==> config.mk <==
export PLATFORM = sky130hd
export DESIGN_NAME = iddmm_seq_ctrl
export DESIGN_NICKNAME = d
export VERILOG_FILES = /design/src/rtl/iddmm_seq_ctrl.sv
export SDC_FILE = /design/constraint.sdc
export NUM_CORES = 1
export LEC_CHECK = 0
export ABC_AREA = 1
export ABC_CLOCK_PERIOD_IN_PS = 2200
export CORE_ASPECT_RATIO = 0.5
export CORE_MARGIN = 2
export CORE_UTILIZATION = 59
export CTS_CLUSTER_DIAMETER = 60
export CTS_CLUSTER_SIZE = 25
export DETAILED_ROUTE_END_ITERATION = 8
export PLACE_DENSITY_LB_ADDON = 0.05
export SLEW_MARGIN = 25
export SYNTH_ARGS = -nofsm -noshare
export SYNTH_HDL_FRONTEND = slang
export SYNTH_SLANG_ARGS = --single-unit
==> constraint.sdc <==
create_clock -name clk -period 2.2 [get_ports clk]
set_input_delay 0.33 -clock clk [delete_from_list [all_inputs] [get_ports clk]]
set_output_delay 0.33 -clock clk [all_outputs]
set_load 0.01 [all_outputs]
==> src/rtl/iddmm_seq_ctrl.sv <==
// rtl/iddmm_seq_ctrl.sv - IDDMM PE-array row/word sequencer with write-back tracking and final-subtract handshake
// Issue registers drive the read addresses; one-cycle-later control copies drive PE strobes and a LAT-deep delay line.
module iddmm_seq_ctrl #(
   parameter int N_MAX  = 32,
   parameter int ADDR_W = $clog2(N_MAX),
   parameter int LAT    = 8,
   parameter bit ISSUE2 = 1'b0
) (
   input  logic              clk,
   input  logic              rst,
   input  logic              task_req,
   input  logic [ADDR_W:0]   n_words,
   input  logic              abort,
   output logic              task_ack,
   output logic              task_err,
   output logic              task_done,
   output logic              busy,
   output logic              ctl_carry_clr,
   output logic              ctl_carry_ena,
   output logic              ctl_carry_sel,
   output logic              ctl_c_pre_clr,
   output logic              ctl_c_pre_ena,
   output logic              ctl_q_ena,
   input  logic              carry,
   output logic [ADDR_W:0]   ref_addr_rdx,
   output logic [ADDR_W-1:0] ref_addr_rdy,
   output logic [ADDR_W-1:0] ref_addr_rdm,
   output logic [ADDR_W-1:0] ref_addr_rda,
   output logic              ref_wr_n,
   output logic [ADDR_W-1:0] ref_wr_a_addr,
   output logic              ref_wr_a_ena,
   output logic              ref_an,
   output logic              comp_req,
   input  logic              comp_end
);
   typedef enum logic [2:0] {S_IDLE, S_HEAD, S_SCAN, S_DRAIN, S_FINAL} state_t;

   localparam logic [ADDR_W:0] NMAX_W = (ADDR_W+1)'(N_MAX);

   state_t            state_q, state_d;
   logic [ADDR_W:0]   n_q, n_d, j_q, j_d;
   logic [ADDR_W-1:0] i_q, i_d;
   logic              j00_q, j00_d, jref_q, jref_d;
   logic              ack_q, ack_d, err_q, err_d, done_q, done_d;
   logic              busy_q, busy_d, creq_q, creq_d, an_q, an_d;

   logic [ADDR_W:0]   cj_q;
   logic              cph_q, cclr_q, cena_q, csel_q, cpclr_q;
   logic [LAT-1:0][ADDR_W:0] dl_j_q;
   logic [LAT-1:0]           dl_ph_q;

   logic            ph, act, last_j, last_i, drained, flush;
   logic [ADDR_W:0] tail_j, tail_jm1;

   assign ph      = ISSUE2 ? jref_q : 1'b1;
   assign act     = (state_q == S_HEAD) || (state_q == S_SCAN);
   assign last_j  = (j_q == n_q);
   assign last_i  = ({1'b0, i_q} == (n_q - 1'b1));
   assign drained = (cj_q == '0) && (dl_j_q == '0);
   assign flush   = abort && (state_q != S_IDLE);

   always_comb begin
      state_d = state_q;
      n_d     = n_q;
      i_d     = i_q;
      j_d     = j_q;
      j00_d   = j00_q;
      jref_d  = jref_q;
      ack_d   = 1'b0;
      err_d   = 1'b0;
      done_d  = 1'b0;
      busy_d  = busy_q;
      creq_d  = creq_q;
      an_d    = an_q;
      case (state_q)
         S_IDLE: begin
            if (task_req && !abort) begin
               if ((n_words != '0) && (n_words <= NMAX_W)) begin
                  n_d     = n_words;
                  ack_d   = 1'b1;
                  busy_d  = 1'b1;
                  i_d     = '0;
                  j_d     = '0;
                  j00_d   = 1'b1;
                  jref_d  = 1'b0;
                  state_d = S_HEAD;
               end else begin
                  err_d = 1'b1;
               end
            end
         end
         S_HEAD: begin
            j_d     = '0;
            j00_d   = 1'b0;
            jref_d  = 1'b0;
            state_d = S_SCAN;
         end
         S_SCAN: begin
            if (last_j && ph) begin
               j_d    = '0;
               jref_d = 1'b0;
               if (last_i) begin
                  i_d     = '0;
                  state_d = S_DRAIN;
               end else begin
                  i_d     = i_q + 1'b1;
                  j00_d   = 1'b1;
                  state_d = S_HEAD;
               end
            end else if (ISSUE2) begin
               jref_d = ~jref_q;
               if (jref_q) j_d = j_q + 1'b1;
            end else begin
               j_d = j_q + 1'b1;
            end
         end
         S_DRAIN: begin
            // carry is final only once every in-flight column has been written back
            if (drained) begin
               an_d    = carry;
               creq_d  = 1'b1;
               state_d = S_FINAL;
            end
         end
         S_FINAL: begin
            if (comp_end) begin
               creq_d  = 1'b0;
               done_d  = 1'b1;
               busy_d  = 1'b0;
               state_d = S_IDLE;
            end
         end
         default: state_d = S_IDLE;
      endcase
      if (flush) begin
         state_d = S_IDLE;
         busy_d  = 1'b0;
         creq_d  = 1'b0;
         done_d  = 1'b0;
         an_d    = an_q;
         i_d     = '0;
         j_d     = '0;
         j00_d   = 1'b0;
         jref_d  = 1'b0;
      end
   end

   always_ff @(posedge clk) begin
      if (rst) begin
         state_q <= S_IDLE;
         n_q     <= '0;
         i_q     <= '0;
         j_q     <= '0;
         j00_q   <= 1'b0;
         jref_q  <= 1'b0;
         ack_q   <= 1'b0;
         err_q   <= 1'b0;
         done_q  <= 1'b0;
         busy_q  <= 1'b0;
         creq_q  <= 1'b0;
         an_q    <= 1'b0;
      end else begin
         state_q <= state_d;
         n_q     <= n_d;
         i_q     <= i_d;
         j_q     <= j_d;
         j00_q   <= j00_d;
         jref_q  <= jref_d;
         ack_q   <= ack_d;
         err_q   <= err_d;
         done_q  <= done_d;
         busy_q  <= busy_d;
         creq_q  <= creq_d;
         an_q    <= an_d;
      end
   end

   // Control copies are gated by act so idle/drain cycles present all-zero strobes.
   always_ff @(posedge clk) begin
      if (rst || flush) begin
         cj_q    <= '0;
         cph_q   <= 1'b0;
         cclr_q  <= 1'b0;
         cena_q  <= 1'b0;
         csel_q  <= 1'b0;
         cpclr_q <= 1'b0;
         dl_j_q  <= '0;
         dl_ph_q <= '0;
      end else begin
         cj_q       <= act ? j_q : '0;
         cph_q      <= act && ph;
         cclr_q     <= act && j00_q && (j_q == '0) && (i_q == '0);
         cena_q     <= act && last_j && ph;
         csel_q     <= act && last_j;
         cpclr_q    <= act && j00_q && (j_q == '0);
         dl_j_q[0]  <= cj_q;
         dl_ph_q[0] <= cph_q;
         for (int k = 1; k < LAT; k++) begin
            dl_j_q[k]  <= dl_j_q[k-1];
            dl_ph_q[k] <= dl_ph_q[k-1];
         end
      end
   end

   assign tail_j   = dl_j_q[LAT-1];
   assign tail_jm1 = tail_j - 1'b1;

   assign task_ack      = ack_q;
   assign task_err      = err_q;
   assign task_done     = done_q;
   assign busy          = busy_q;
   assign comp_req      = creq_q;
   assign ref_an        = an_q;
   assign ctl_carry_clr = cclr_q;
   assign ctl_carry_ena = cena_q;
   assign ctl_carry_sel = csel_q;
   assign ctl_c_pre_clr = cpclr_q;
   assign ctl_c_pre_ena = cph_q;
   assign ctl_q_ena     = cpclr_q;
   assign ref_wr_n      = csel_q;
   assign ref_addr_rdx  = j_q;
   assign ref_addr_rdy  = i_q;
   assign ref_addr_rdm  = j_q[ADDR_W-1:0];
   assign ref_addr_rda  = j_q[ADDR_W-1:0];
   assign ref_wr_a_ena  = (tail_j != '0) && dl_ph_q[LAT-1];
   assign ref_wr_a_addr = (tail_j != '0) ? tail_jm1[ADDR_W-1:0] : '0;
endmodule

## Yosys cells after proc, flatten, opt, wreduce, memory -nomap -nowiden

Cells that the tools add are included.

- Register bits after elaboration: 93

- Add/subtract/negate cells: 4
- $lt $le $gt $ge: 1
- Eq/ne operators: 12
- Muxes and demuxes: 29
- Bitwise operators: 5
- Reduce and logical (&&, ||, !) cells: 36

Operator list:

| cell | count |
|---|---|
| logical NOT 48 bit | 1 |
| two-way mux 5 bit | 5 |
| two-way mux 6 bit | 3 |
| one-hot mux 6 bit (3 select lines) | 1 |
| two-way mux 3 bit | 5 |
| one-hot mux 3 bit (5 select lines) | 1 |
| logical NOT 6 bit | 2 |
| inequality test 2 bit (second input constant) | 6 |
| AND reduction 3 bit | 4 |
| nonzero test 6 bit | 2 |
| one-hot mux 5 bit (2 select lines) | 1 |
| AND reduction 5 bit | 2 |
| logical AND 1 bit | 9 |
| two-way mux 1 bit | 9 |
| AND reduction 4 bit | 2 |
| adder 6 x 1 -> 6 bit (second input constant) | 1 |
| == test 3 x 2 -> 1 bit (second input constant) | 2 |
| == test 5 x 6 -> 1 bit | 1 |
| == test 6 bit | 1 |
| less-or-equal comparator 6 bit (second input constant) | 1 |
| nonzero test 2 bit | 3 |
| nonzero test 3 bit | 2 |
| OR reduction 3 bit | 2 |
| subtractor 6 x 1 -> 6 bit (second input constant) | 1 |
| 13 further kinds | 20 |

## Depth between registers and ports, before layout

- Word-level depth: 5
- Depth in mapped cells: 12

## Worst setup path after synthesis

OpenSTA, ideal clock, no wires.

- Path type: register -> register
- Start: register n_q[0]
- End: register j00_q
- Arrival time: 1362 ps
- Setup slack: 724 ps
- Cell stages (with the launch flop): 10
- Path buffers: 0
- Period minus slack after synthesis: 1476 ps
- Cell sequence: dfxtp_1 inv_1 ha_1 xnor2_1 a21oi_1 nand2_1 nor2_1 nand3_1 a21oi_1 nor2_1

- Word-level cells in the longest chain between the ends: 4

RTL lines:

| item | RTL line | text |
|---|---|---|
| start, declared | 41 | `logic [ADDR_W:0] n_q, n_d, j_q, j_d;` |
| start signal, assigned | 164 | `n_q <= n_d;` |
| subtractor 6 x 1 -> 6 bit | 58 | `assign last_i = ({1'b0, i_q} == (n_q - 1'b1));` |
| == test 5 x 6 -> 1 bit | 58 |  |
| inequality test 2 bit (no source line) | n/a |  |
| AND reduction 5 bit (no source line) * | n/a |  |
| end signal, assigned | 167 | `j00_q <= j00_d;` |
| end, declared | 43 | `logic j00_q, j00_d, jref_q, jref_d;` |

Every way passes the cells marked *; elsewhere a longest branch is shown, timed or not.
A chain may end at the register's enable or synchronous reset.

## Worst setup path in the final report

- Start: register dl_j_q (netlist bit tail_j[0])
- End: output port ref_wr_a_addr[3]

- Word-level cells in the longest chain between the ends: 2

RTL lines:

| item | RTL line | text |
|---|---|---|
| start, declared | 49 | `logic [LAT-1:0][ADDR_W:0] dl_j_q;` |
| start signal, assigned by index | 199 | `dl_j_q[k] <= dl_j_q[k-1];` |
| subtractor 5 x 1 -> 5 bit / nonzero test 6 bit (equally long branches) | 206, 226 |  |
| two-way mux 5 bit * | 226 | `assign ref_wr_a_addr = (tail_j != '0) ? tail_jm1[ADDR_W-1:0] : '0;` |
| end, declared | 30 | `output logic [ADDR_W-1:0] ref_wr_a_addr,` |

Marks and branches as above.

==> metrics.md <==
| Metric | Value |
|---|---|
| Status | finished clean |
| Number of detailed-route iterations in the first pass | 4 |
| Worst-case hold slack | approximately 410 ps |
| Layout net count | between 600 and 700 |
| Detailed-placement wirelength estimate | roughly 5.5 mm |
| Number of maximum-capacitance constraint violations | 0 |
| Buffer cell driving the clock tree root | clkbuf_16 |
| Post-synthesis cell type with the largest combined area | dfxtp_1 |
| Required arrival time at the worst endpoint | 1870 ps |
| Endpoint arrival time on the critical path | between 1500 and 2000 ps |
| Fmax achieved | approximately 490 MHz |
| Proportion of layout cells with a drive suffix above 1 | around 6.8% |
| Flip-flop and latch area | 1862 sq um |
| Distinct cells, synth | 29 |
| Sequential area share after synthesis | between 40% and 50% |
| Remaining DRCs | 0 |
| Area of the mapped netlist | 3925 sq um |
| Number of buffers on the longest clock path | 2 |
| Element type at the critical path start | register |
| Number of rows created at floorplan | 20 |
| Clock transition at the registers of the reported paths | ~60 ps |
| Maximum number of pins on one net before global-route repair | between 50 and 60 |
| Final weighted congestion of routability-driven global placement | between 0.9 and 1 |
| Number of port buffers | 51 |
| # clock sinks | a little over 90 |
| Top-level I/O count | 52 |
| Die width | 119.3 microns |
| Worst slew margin relative to its limit | 69.46% |
| Net count after synthesis | 563 |
| Power density over cell area | between 700 and 800 nW/um^2 |
| Flip-flop and latch count after synthesis | 93 |
| Number of pins with negative max-slew slack in the final report | 0 |
| Wire length of the first global-routing pass | between 10 and 15 mm |
| Vertical extent of the die | 61.68 microns |
| Grt ovf | 0 |
| Number of standard cells after synthesis | between 500 and 600 |
| Most area-consuming cells after synthesis | dfxtp_1 47%, nor2_1 12%, inv_1 9.3% |
| Vias per inst | about 4.8 |
| Area used by multi-input combinational logic | 1513 sq um |
| Peak supply drop | 0.4726 mV |
| H-Tree Depth | 3 |
| Total global routing track utilization | ~23% |
| Number of hold violations in the final report | 0 |
| Via count of the first global-routing pass | just under 3000 |
| Largest clock skew in the final design | ~6.6 ps |
| TritonCTS buffer count | 9 |
| Detail Route Antenna Nets | 0 |
| Core Area | ~6300 sq um |
| Via count of the routed design | ~3300 |
| Post-layout minimum cycle time | 2046 ps |
| Setup TNS | 0 ps |
| Skew-Pair Late Insertion Delay | roughly 330 ps |
| Slew at the pin closest to its max-slew limit | ~450 ps |
| Post-synth top area share | a little under half |
| Setup violators final | 0 |
| FILL cells | around 500 |
| Number of antenna violations at the first check in global routing | 0 |
| RSZ-0062 raised after global routing | false |
| CTS tree | done |
| Number of DRC markers after the initial detailed-route iteration | about 230 |
| Type of element capturing the critical path | primary output |
| Post-synthesis average cell area | a little over 7 sq um |
| Area added between synthesis and finish | 19.25% |
| Cell leakage power | 2.016 nW |
| Synth warn | 0 |
| Fin crit share | between 90 and 100% |
| Total die area | between 7000 and 8000 sq um |
| Total inserted antenna cells | 0 |
| Routed WL per cell | about 11 microns |
| Maximum net fanout on the critical path | 5 |
| WS Path Type | reg2out |
| Class of the most critical hold timing path | reg2reg |
| Starting density of the core | about 63% |
| Detailed Route WL | between 7 and 8 mm |
==> Yosys cell counts <==
| cell | number |
|---|---|
| a21oi_1 | 22 |
| dfxtp_1 | 93 |
| a21oi_4 | 1 |
| ha_1 | 7 |
| nand2_1 | 84 |
| clkbuf_1 | 4 |
| inv_4 | 1 |
| nor3_2 | 1 |
| inv_1 | 97 |
| nand3_4 | 1 |
| nand2_2 | 3 |
| nand3_2 | 1 |
| or2_2 | 2 |
| a31oi_1 | 1 |
| nor2_4 | 3 |
| nor2_2 | 4 |
| nand4_1 | 6 |
| xor2_1 | 3 |
| buf_4 | 13 |
| inv_2 | 9 |
| o21ai_1 | 1 |
| or2_0 | 1 |
| o21ai_0 | 11 |
| nor2_1 | 125 |
| buf_6 | 3 |
| buf_2 | 1 |
| xnor2_1 | 4 |
| nand3_1 | 35 |
| nor3_1 | 7 |
==> timing repair <==
action | in CTS | in global routing
buffers inserted | 0 | 0
gates cloned | 0 | 0
setup endpoints to repair | 5 | 3
resized for setup | 4 | 3
hold buffers | 0 | 0
pin swaps | 0 | 0
hold endpoints to repair | 0 | 0
==> registers in the layout, summed over array words and instances (netlist names) <==
register       cells
dl_j_q            42
dl_ph_q            8
cj_q               6
n_q                6
ref_addr_rdx       6
tail_j             6
ref_addr_rdy       5
state_q            3
busy               1
comp_req           1
ctl_c_pre_clr      1
ctl_c_pre_ena      1
ctl_carry_clr      1
ctl_carry_sel      1
j00_q              1
ref_an             1
task_ack           1
task_done          1
task_err           1
==> metal layers <==
metal / vias to the layer above / part of all wire [%] / global-route usage (%)
met3: 9 / 5.7 / 7.870
li1: 1704 / - / -
met2: 81 / 48 / 40.97
met4: 0 / 1.5 / 7.899
met1: 1456 / 45 / 26.86
met5: - / 0 / 0
==> layout make-up <==
| type | instances | area share, % |
|---|---|---|
| inverter | 107 | 8.634 |
| sequential | 93 | 39.78 |
| timing repair buffer | 52 | 11.44 |
| clock inverter | 3 | 0.5079 |
| multi-input combinational | 323 | 32.32 |
| clock buffer | 11 | 4.972 |
| tap | 88 | 2.352 |
==> cells in the final DEF, fill, tap and decap left out, drive strengths merged, types with 7 or more instances in the layout <==
| cell | instances |
|---|---|
| a21oi | 23 |
| clkbuf | 11 |
| clkdlybuf4s50 | 46 |
| dfxtp | 93 |
| ha | 7 |
| inv | 108 |
| nand2 | 87 |
| nand3 | 37 |
| nor2 | 132 |
| nor3 | 8 |
| o21ai | 12 |
==> path summary, 6_finish.rpt <==
kind                      endpoint        from  cells past startpoint  slack [ps]
hold / removal          dl_ph_q[2]  dl_ph_q[1]                      2         410
setup / recovery  ref_wr_a_addr[3]   tail_j[0]                      6         150
setup reg to reg   ref_addr_rdy[2]      n_q[0]                      9         470
hold reg to reg         dl_ph_q[2]  dl_ph_q[1]                      2         410
==> stage by stage <==
stage               utilization (%)  instance area (sq um)  total power [mW]  setup slack [ps]  std cells
finish                        74.82                   4681             3.537             153.6        677
global placement              70.56                   4414             2.207             288.9        663
floorplan                         -                   3925             2.098             724.2        544
global route                  74.82                   4681             3.698             37.35        677
CTS                           74.70                   4673             3.565             16.27        677
detailed placement            70.56                   4414             2.211             246.4        663
==> cells by family (layout without fill, tap and decap cells) <==
logic type / count (synthesis) / in the layout / share of synthesized area, %
buffers and inverters: 128 / 173 / 14.15
xor gates and xnor gates: 7 / 7 / 1.562
AOI/OAI and AO/OA: 36 / 36 / 4.909
DFF: 93 / 93 / 47.43
and+or+nand+nor: 273 / 273 / 29.71
adders and majority gates: 7 / 7 / 2.231
==> critical path, cell delays in order (launching register included) <==
cell,delay [ps]
dfxtp_1,320
inv_1,60
ha_1,200
nand2_1,110
nor2_4,60
nor2_1,100
clkdlybuf4s50_1,530
==> report_power, final <==
group	switching (mW)	internal (mW)	total [mW]
logic	0.269	0.165	0.434
registers	0.0295	1.72	1.75
clock network	0.600	0.757	1.36
Power figures use the tool's default switching activity.
